<file path="src/rtl/compare_peak_tracker.sv">
// Streaming extremum detector: tracks the max (or min) sample of a frame and its
// beat index, then holds the frame result on a valid/ready output until taken.
module compare_peak_tracker #(
    parameter int WIDTH  = 16,
    parameter int IDX_W  = 10,
    parameter int SIGNED = 0
) (
    input  logic             i_clk,
    input  logic             i_rst_n,
    input  logic             i_mode_min,
    input  logic             i_valid,
    output logic             o_ready,
    input  logic [WIDTH-1:0] i_data,
    input  logic             i_last,
    output logic             o_valid,
    input  logic             i_ready,
    output logic [WIDTH-1:0] o_peak,
    output logic [IDX_W-1:0] o_index,
    output logic [IDX_W-1:0] o_count,
    output logic             o_ovf
);

    localparam logic [1:0] S_IDLE  = 2'd0;
    localparam logic [1:0] S_ACCUM = 2'd1;
    localparam logic [1:0] S_HOLD  = 2'd2;

    localparam logic [IDX_W-1:0] IDX_MAX = '1;
    // Flipping the MSB maps two's complement onto an order-preserving unsigned key.
    localparam logic [WIDTH-1:0] KEY_FLIP = {(SIGNED != 0), {(WIDTH-1){1'b0}}};

    logic [1:0]       state;
    logic             mode_q;
    logic [WIDTH-1:0] peak_q;
    logic [IDX_W-1:0] idx_q;
    logic [IDX_W-1:0] cnt_q;
    logic             ovf_q;

    logic             accept;
    logic             cnt_sat;
    logic             better;
    logic [WIDTH-1:0] new_key;
    logic [WIDTH-1:0] peak_key;

    assign o_ready = (state != S_HOLD);
    assign o_valid = (state == S_HOLD);
    assign accept  = i_valid & o_ready;
    assign cnt_sat = (cnt_q == IDX_MAX);

    always_comb begin
        new_key  = i_data ^ KEY_FLIP;
        peak_key = peak_q ^ KEY_FLIP;
        // Strict compare so ties keep the earliest index.
        better   = mode_q ? (new_key < peak_key) : (new_key > peak_key);
    end

    always_ff @(posedge i_clk or negedge i_rst_n) begin
        if (!i_rst_n) begin
            state  <= S_IDLE;
            mode_q <= 1'b0;
            peak_q <= '0;
            idx_q  <= '0;
            cnt_q  <= '0;
            ovf_q  <= 1'b0;
        end else begin
            case (state)
                S_IDLE: begin
                    if (accept) begin
                        mode_q <= i_mode_min;
                        peak_q <= i_data;
                        idx_q  <= '0;
                        cnt_q  <= '0;
                        ovf_q  <= 1'b0;
                        state  <= i_last ? S_HOLD : S_ACCUM;
                    end
                end
                S_ACCUM: begin
                    if (accept) begin
                        if (cnt_sat) ovf_q <= 1'b1;
                        else         cnt_q <= cnt_q + 1'b1;
                        if (better) begin
                            peak_q <= i_data;
                            idx_q  <= cnt_sat ? IDX_MAX : cnt_q + 1'b1;
                        end
                        if (i_last) state <= S_HOLD;
                    end
                end
                S_HOLD: begin
                    if (i_ready) state <= S_IDLE;
                end
                default: state <= S_IDLE;
            endcase
        end
    end

    assign o_peak  = peak_q;
    assign o_index = idx_q;
    assign o_count = cnt_q;
    assign o_ovf   = ovf_q;

endmodule

</file>
<file path="config.mk">
export PLATFORM = sky130hd
export DESIGN_NAME = compare_peak_tracker
export DESIGN_NICKNAME = d
export VERILOG_FILES = /design/src/rtl/compare_peak_tracker.sv
export SDC_FILE = /design/constraint.sdc
export NUM_CORES = 1
export LEC_CHECK = 0
export ABC_CLOCK_PERIOD_IN_PS = 2200
export BUFFER_PORTS_ARGS = -buffer_cell sky130_fd_sc_hd__buf_4
export CAP_MARGIN = 20
export CORE_UTILIZATION = 47
export DETAILED_ROUTE_END_ITERATION = 8
export GPL_ROUTABILITY_DRIVEN = 0
export HOLD_SLACK_MARGIN = 0.12
export PLACE_DENSITY = 0.83
export SYNTH_ARGS = -nofsm -noshare
export SYNTH_HDL_FRONTEND = slang
export SYNTH_SLANG_ARGS = --single-unit
</file>
<file path="constraint.sdc">
create_clock -name i_clk -period 2.2 [get_ports i_clk]
set_input_delay 0.44 -clock i_clk [delete_from_list [all_inputs] [get_ports i_clk]]
set_output_delay 0.44 -clock i_clk [all_outputs]
set_load 0.005 [all_outputs]
</file>
==> summary.md, run 1 <==
| Metric | Value |
|---|---|
| Internal Dissipation | `2990 µW` |
| FMAX | `426 MHz` |
| Type of the tightest min-delay check | `in2async` |
| Total chip power | `4470 µW` |
| Slowest cell delay on critical path | `0.41 ns` |
| Post-synthesis adder-cell area fraction | `0.0956` |
| Register Area | `about 1000 µm²` |
| Setup WS pre-CTS | `-0.253 ns` |
| Mapped Nets | `roughly 250` |
| Count of vias placed by the detailed router | `approximately 2000` |
| Part of the power in the clock network | `0.158` |
| Leakage power of the design | `0.00166 µW` |
| Number of input and output port buffers inserted | `60` |
| Final hold slack | `0.113 ns` |
| Total of fill cells in the finished design | `284` |
| Highest-count cells in the layout ignoring fill and taps | `sky130_fd_sc_hd__buf_4, sky130_fd_sc_hd__dfrtp_1, sky130_fd_sc_hd__nand2_1, sky130_fd_sc_hd__mux2_4, sky130_fd_sc_hd__o21ai_0` |
| Inserted Clock Buffers | `5` |
| Die height | `around 71 µm` |
| Clock tree from TritonCTS | `built` |
| Run status | `finished, violations left` |
| Number of antenna repair diodes | `0` |
| Vias in the first global route | `1998` |
| Part of the total power dissipated in sequential elements | `0.266` |
| Total global-route track usage | `0.259` |
| Post-route setup slack | `-0.145 ns` |
| Number of antenna violations at the first check in global routing | `0` |
| Max stage delay cell, worst path | `sky130_fd_sc_hd__dfrtp_1` |
| Critical path launch point type | `flop` |
| Worst VDD drop | `0.000583 V` |
| Mux contribution to synthesized area | `0.100` |
| Sequential fraction of the synthesis area | `0.450` |
| Area fraction of the dominant cell type after synthesis | `0.450` |
| Final setup violation count | `24` |
| Part of the cycle the worst path needs | `1.07` |
| Number of iterations in the first detailed-routing pass | `6` |
| Die ar. | `around 5000 µm²` |
| Endpoint arrival time on the critical path | `2.52 ns` |
| Part of the total power dissipated in combinational logic | `0.575` |
| Number of placement rows | `24` |
| Drt total wl | `6050 µm` |
| Register bit total from synthesis | `40` |
| CP Cell Sequence | `inv_2, ha_4, a21oi_2, o21a_1, o311ai_4, nor3_4, mux2i_4, buf_6, buf_12, mux2_4` |
| Ports | `61` |
| Slew at the pin closest to its max-slew limit | `between 0.5 and 0.6 ns` |
| Number of design rule violations left after detail routing | `8` |
| Startpoint of the worst register-to-register path | `o_peak[5]` |
| Failing checks | `DRC, setup timing` |
| Remaining global-route overflow | `0` |
| Deepest clock path buffer count | `2` |
| Hold Violations, Final | `0` |
| Core Footprint | `4440 µm²` |
| Number of distinct library cells after synthesis | `40` |
| Count of mapped cells out of synthesis | `~210` |
| Signed area change from the synthesized netlist to the final layout | `54.0%` |
| Setup repair after global routing missed its margin | `yes` |
| Largest family of logic cells by synthesized area | `compound AO/OA/AOI/OAI gates` |
| Number of sinks handled by clock tree synthesis | `40` |
| Number of nets in the final layout | `between 300 and 400` |
| Warning count from the yosys run | `0` |
| Total negative setup slack | `-1.77 ns` |
| Netlist Area Pre-Place | `2230 µm²` |
| Largest fanout on the critical path | `5` |
| Width of the die | `~71 µm` |
| RR Endpoint | `o_peak[8]` |
| Clock transition time at the flip-flop clock pins of the worst setup and hold paths | `roughly 0.080 ns` |
| Leading area contributor after synthesis | `sky130_fd_sc_hd__dfrtp_1` |
| Depth of the most critical reg-to-reg path | `10` |
| Synthesized-area fraction occupied by and/or/nand/nor cells | `0.132` |
| Proportion of layout cells with a drive suffix above 1 | `0.513` |
| Post-synthesis average cell area | `10.7 µm²` |
| First-pass GRT wire length | `between 9000 and 10000 µm` |
| Clock skew | `between 0.01 and 0.015 ns` |
| Clock insertion delay at the later pin of the skew report | `~0.30 ns` |
| Remaining antenna violation count | `0` |
| Maximum number of pins on one net before global-route repair | `41` |
| Pins Over Slew Limit | `0` |
| Starting DRT DRC Count | `about 120` |
| Area fraction in compound gates after synthesis | `0.145` |
| Wire per inst | `around 17 µm` |
| Area of the multi-input gates | `1400 µm²` |
| Switching power | `1480 µW` |
| Clock root cell | `sky130_fd_sc_hd__clkbuf_8` |
| Classification of the worst setup path | `reg2reg` |
| Worst slew margin | `0.656` |
| Number of levels the H-tree was split into | `2` |
| Top cells by area, synth | `sky130_fd_sc_hd__dfrtp_1, sky130_fd_sc_hd__ha_1, sky130_fd_sc_hd__mux2_1, sky130_fd_sc_hd__nand2_1, sky130_fd_sc_hd__a2bb2oi_1` |
| Data required time at the worst endpoint | `2.37 ns` |
| XOR/XNOR share of the synthesized area | `0.0315` |
| Switching part of the total | `0.330` |
| Post-detailed-placement half-perimeter wirelength | `4020 µm` |
| Vias per Instance | `5.49` |
| Leading cell type in the layout, fill and taps excluded | `sky130_fd_sc_hd__buf_4` |
| Final critical delay including setup and external delays | `2.34 ns` |
| Setup slack of the worst register-to-register path | `-0.14 ns` |
| Cell Pwr Density | `1300 nW/µm²` |
| Max Cap Violations | `0` |
| Nature of the critical path endpoint | `flop` |
| Initial Util | `0.501` |
[kinds of logic (layout without fill, tap and decap cells)]
| kind of cell | after synthesis | in the layout |
|---|---|---|
| and+or+nand+nor | 57 | 57 |
| AOI/OAI and AO/OA | 43 | 43 |
| DFF | 40 | 40 |
| buffers and inverters | 24 | 120 |
| muxes | 19 | 19 |
| adders and majority gates | 17 | 17 |
| xor gates and xnor gates | 8 | 8 |
[Yosys cell counts, drive strengths merged]
master / instances
dfrtp: 40
nand2: 20
inv: 18
ha: 17
mux2: 16
o21ai: 13
nand3: 9
a2bb2oi: 8
nand2b: 8
a21oi: 7
nor2: 7
buf: 4
nand4: 4
xnor2: 4
xor2: 4
a21o: 3
mux2i: 3
nor2b: 3
clkbuf: 2
nor3: 2
o21a: 2
o31ai: 2
a2111oi: 1
a41o: 1
a41oi: 1
and3: 1
nor4: 1
o211ai: 1
o22a: 1
o22ai: 1
o311ai: 1
o32a: 1
or2: 1
or3: 1
[layer usage]
| layer | up-vias | wire length [µm] | track usage |
|---|---|---|---|
| li1 | 930 | - | - |
| met1 | 955 | 2600 | 0.334 |
| met2 | 57 | 3070 | 0.437 |
| met3 | 12 | 240 | 0.0442 |
| met4 | 0 | 139 | 0.100 |
| met5 | - | 0 | 0 |
[power groups by stage]
stage / logic [µW] / clock network [µW] / registers [µW]
final: 2570 / 708 / 1190
after detailed placement: 2190 / 0 / 1180
after global placement: 2100 / 0 / 1170
after CTS: 2470 / 714 / 1180
after global routing: 2740 / 742 / 1220
after floorplan: 1130 / 0 / 1210
[sequential cells by signal (all words and copies together), names as in the netlist]
register  count
o_index      10
state         2
mode_q        1
o_peak       16
o_count      10
o_ovf         1
[metrics by stage]
stage	utilization	instance area [µm²]	instances
after floorplan	-	2390	208
after global placement	0.696	3090	341
after detailed placement	0.696	3090	341
after CTS	0.757	3360	354
after global routing	0.771	3430	356
final	0.771	3430	356
[worst max-delay path, delay by kind of cell, from the launching register on]
kind / cells / cell delay, ns
mux: 2 / 0.61
flops: 1 / 0.41
compound gates: 3 / 0.41
buf+inv: 3 / 0.35
simple gates: 1 / 0.26
fa+ha+maj: 1 / 0.19
[worst max path at each step]
stage / to / depth (start not counted) / slack [ns] / startpoint
finish: o_peak[8] / 10 / -0.14 / o_peak[5]
global route: o_peak[8] / 10 / -0.22 / o_peak[10]
CTS: o_peak[8] / 10 / -0.11 / o_peak[5]
detailed placement: o_peak[11] / 8 / -0.25 / i_data[9]
global placement: o_peak[6] / 9 / -0.21 / i_data[9]
floorplan: o_peak[10] / 9 / -0.14 / o_peak[5]
[repair_timing]
item,CTS,global route
setup endpoints to repair,24,26
hold endpoints to repair,0,0
pin swaps,13,7
hold buffers,0,0
setup buffers,6,3
gates resized for setup,21,10
gates cloned,1,0
[final cells by class]
| cell class | count | share of cell area |
|---|---|---|
| multi-input combinational | 144 | 0.409 |
| sequential | 40 | 0.292 |
| timing repair buffer | 95 | 0.223 |
| clock buffer | 5 | 0.0201 |
| inverter | 18 | 0.0197 |
| tap | 52 | 0.0190 |
| clock inverter | 2 | 0.0175 |
Note: power is estimated with default switching activity, not from simulation.
==> run 2: changes to the inputs <==
ABC_CLOCK_PERIOD_IN_PS = 2700   (was 2200)
CORE_UTILIZATION = 30   (was 47)
PLACE_DENSITY = 0.58   (was 0.83)
SETUP_SLACK_MARGIN = 0.2   (was default)
clock period = 2.7 ns   (was 2.2 ns; I/O delays follow)
==> run 2 against run 1 <==
  * The flow now finishes without violations
  * Critical path depth fell by 2
  * Register-to-register slack improved by 0.44 ns
  * Clock skew rose by 0.0031 ns
  * Setup slack improved by 0.44 ns
  * Via count fell by 8.4%
  * Worst hold slack improved by 0.11 ns
  * Sequential share of layout area rose by 3.7 points
  * Die area rose by 55%
  * Core utilization fell by 35 points
  * Highest routed layer unchanged
  * Combinational power fell by 46%
  * Sequential power fell by 18%
==> summary.md, run 2 (synthesized netlist as in run 1, its figures left out) <==
| Metric | Value |
|---|---|
| Setup repair after global routing missed its margin | `no` |
| Die height | `88.1 µm` |
| Slowest cell delay on critical path | `0.41 ns` |
| Slew at the pin closest to its max-slew limit | `around 0.53 ns` |
| Part of the cycle the worst path needs | `0.890` |
| Switching part of the total | `0.335` |
| Initial Util | `0.309` |
| Max stage delay cell, worst path | `sky130_fd_sc_hd__a2111oi_4` |
| Part of the total power dissipated in sequential elements | `0.340` |
| Cell Pwr Density | `940 nW/µm²` |
| Remaining antenna violation count | `0` |
| Part of the total power dissipated in combinational logic | `0.483` |
| Final critical delay including setup and external delays | `2.40 ns` |
| Setup WS pre-CTS | `about 0.026 ns` |
| Clock transition time at the flip-flop clock pins of the worst setup and hold paths | `roughly 0.090 ns` |
| Deepest clock path buffer count | `2` |
| Proportion of layout cells with a drive suffix above 1 | `0.351` |
| Clock insertion delay at the later pin of the skew report | `approximately 0.30 ns` |
| First-pass GRT wire length | `8470 µm` |
| Type of the tightest min-delay check | `in2async` |
| Drt total wl | `a little over 5000 µm` |
| Number of design rule violations left after detail routing | `0` |
| Number of sinks handled by clock tree synthesis | `40` |
| Ports | `61` |
| Data required time at the worst endpoint | `~2.9 ns` |
| Number of nets in the final layout | `320` |
| Run status | `finished, final reports clean` |
| Hold Buf Count CTS | `0` |
| Remaining global-route overflow | `0` |
| Number of buffers and inverters on the critical path | `2` |
| Leading cell type in the layout, fill and taps excluded | `sky130_fd_sc_hd__buf_4` |
| Part of the power in the clock network | `0.178` |
| Clock root cell | `sky130_fd_sc_hd__clkbuf_8` |
| Number of iterations in the first detailed-routing pass | `4` |
| Critical path launch point type | `flop` |
| Max reg flops | `16` |
| FMAX | `416 MHz` |
| Pins Over Slew Limit | `0` |
| CP Cell Sequence | `inv_1, ha_1, nand4_2, a2111oi_4, nor3_4, mux2i_4, clkbuf_16, mux2_2` |
| Clock tree from TritonCTS | `built` |
| Vias in the first global route | `around 1800` |
| Number of placement rows | `31` |
| Inserted Clock Buffers | `5` |
| Total negative setup slack | `0 ns` |
| Signed area change from the synthesized netlist to the final layout | `36.8%` |
| Max Cap Violations | `0` |
| Internal Dissipation | `about 1900 µW` |
| Worst VDD drop | `between 0.0003 and 0.0004 V` |
| Leakage power of the design | `roughly 0.0014 µW` |
| Post-detailed-placement half-perimeter wirelength | `roughly 3700 µm` |
| Post-route setup slack | `0.296 ns` |
| Maximum number of pins on one net before global-route repair | `41` |
| Wire per inst | `13.6 µm` |
| Die ar. | `7770 µm²` |
| Width of the die | `88.1 µm` |
| Number of input and output port buffers inserted | `60` |
| Starting DRT DRC Count | `31` |
| Final setup violation count | `0` |
| Final Core Density | `0.422` |
| Number of levels the H-tree was split into | `2` |
| Hold Violations, Final | `0` |
| Largest fanout on the critical path | `6` |
| Worst slew margin | `0.644` |
| Vias per Instance | `between 4 and 5` |
| Endpoint arrival time on the critical path | `~2.6 ns` |
| Clock skew | `between 0.015 and 0.02 ns` |
| Total of fill cells in the finished design | `730` |
| Total global-route track usage | `0.139` |
| Classification of the worst setup path | `reg2reg` |
| Number of antenna repair diodes | `0` |
| Core Footprint | `7210 µm²` |
| Switching power | `959 µW` |
| Number of antenna violations at the first check in global routing | `0` |
| Nature of the critical path endpoint | `flop` |
| Cell type group with the largest total delay on the critical path | `multiplexers` |
| Count of vias placed by the detailed router | `between 1500 and 2000` |
| Highest-count cells in the layout ignoring fill and taps | `sky130_fd_sc_hd__buf_4, sky130_fd_sc_hd__dfrtp_1, sky130_fd_sc_hd__nand2_1, sky130_fd_sc_hd__inv_1, sky130_fd_sc_hd__ha_1` |
[run 2: cell count changes in the layout (fill, tap and decap cells not counted), moves of 4 or more]
cell,previous run,this run
sky130_fd_sc_hd__mux2_2,0,6
sky130_fd_sc_hd__buf_4,88,70
sky130_fd_sc_hd__mux2_4,16,0
sky130_fd_sc_hd__a2bb2oi_2,4,0
sky130_fd_sc_hd__a2bb2oi_1,4,8
sky130_fd_sc_hd__buf_6,5,0
sky130_fd_sc_hd__inv_1,10,17
sky130_fd_sc_hd__inv_2,8,1
sky130_fd_sc_hd__mux2_1,0,10
sky130_fd_sc_hd__ha_4,10,3
sky130_fd_sc_hd__ha_1,7,14
[run 2: metrics by stage]
stage          cells  instance area (µm²)  power, µW  hold WS (ns)
6_report         381                 3040       2860         0.219
5_1_grt          381                 3040       3100         0.255
4_1_cts          376                 2940       2780         0.233
3_5_place_dp     368                 2830       2250         0.498
3_3_place_gp     368                 2830       2230         0.494
2_1_floorplan    208                 2230       1690         0.244
[run 2: worst reg2reg max path, delay by kind of cell, from the launching register on]
family	cells	cell delay (ns)
adders and majority gates	1	0.32
buffers and inverters	2	0.26
AOI/OAI and AO/OA	1	0.42
muxes	2	0.60
and+or+nand+nor	2	0.31
DFF	1	0.39
[run 2: area by class of cell]
type | instances | area (µm²) | area share
Multi-Input combinational cell | 144 | 1170 | 0.383
Sequential cell | 40 | 1000 | 0.329
Timing Repair Buffer | 72 | 571 | 0.187
Tap cell | 99 | 124 | 0.0407
Clock buffer | 5 | 68.8 | 0.0226
Inverter | 18 | 67.6 | 0.0222
Clock inverter | 3 | 46.3 | 0.0152
[run 2: final timing paths]
path,slack [ns],to,start,depth (start not counted)
max,0.30,o_peak[11],o_peak[15],8
min,0.22,o_peak[5],i_rst_n,1
max reg2reg,0.30,o_peak[11],o_peak[15],8
min reg2reg,0.52,o_peak[5],o_peak[5],1
max in group asynchronous,2.10,o_peak[10],i_rst_n,1
min in group i_clk,0.43,state[1],i_ready,2
[run 2: timing repair]
action                                 4_1_cts  5_1_grt
setup buffers                                0        4
setup endpoints to repair                    0       16
resized for setup                            0        6
endpoints found under the hold margin        0        0
[run 2: power by group through the flow]
| stage | registers, µW | logic, µW | clock network (µW) |
|---|---|---|---|
| after floorplan | 979 | 707 | 0 |
| after global placement | 983 | 1250 | 0 |
| after detailed placement | 989 | 1260 | 0 |
| after CTS | 978 | 1270 | 529 |
| after global routing | 1000 | 1540 | 551 |
| final | 972 | 1380 | 509 |
[run 2: layer usage]
layer  global-route usage  routed length (µm)
met1                0.178                2350
met2                0.242                2510
met3               0.0339                 305
met4               0.0220                  25
met5                    0                   0
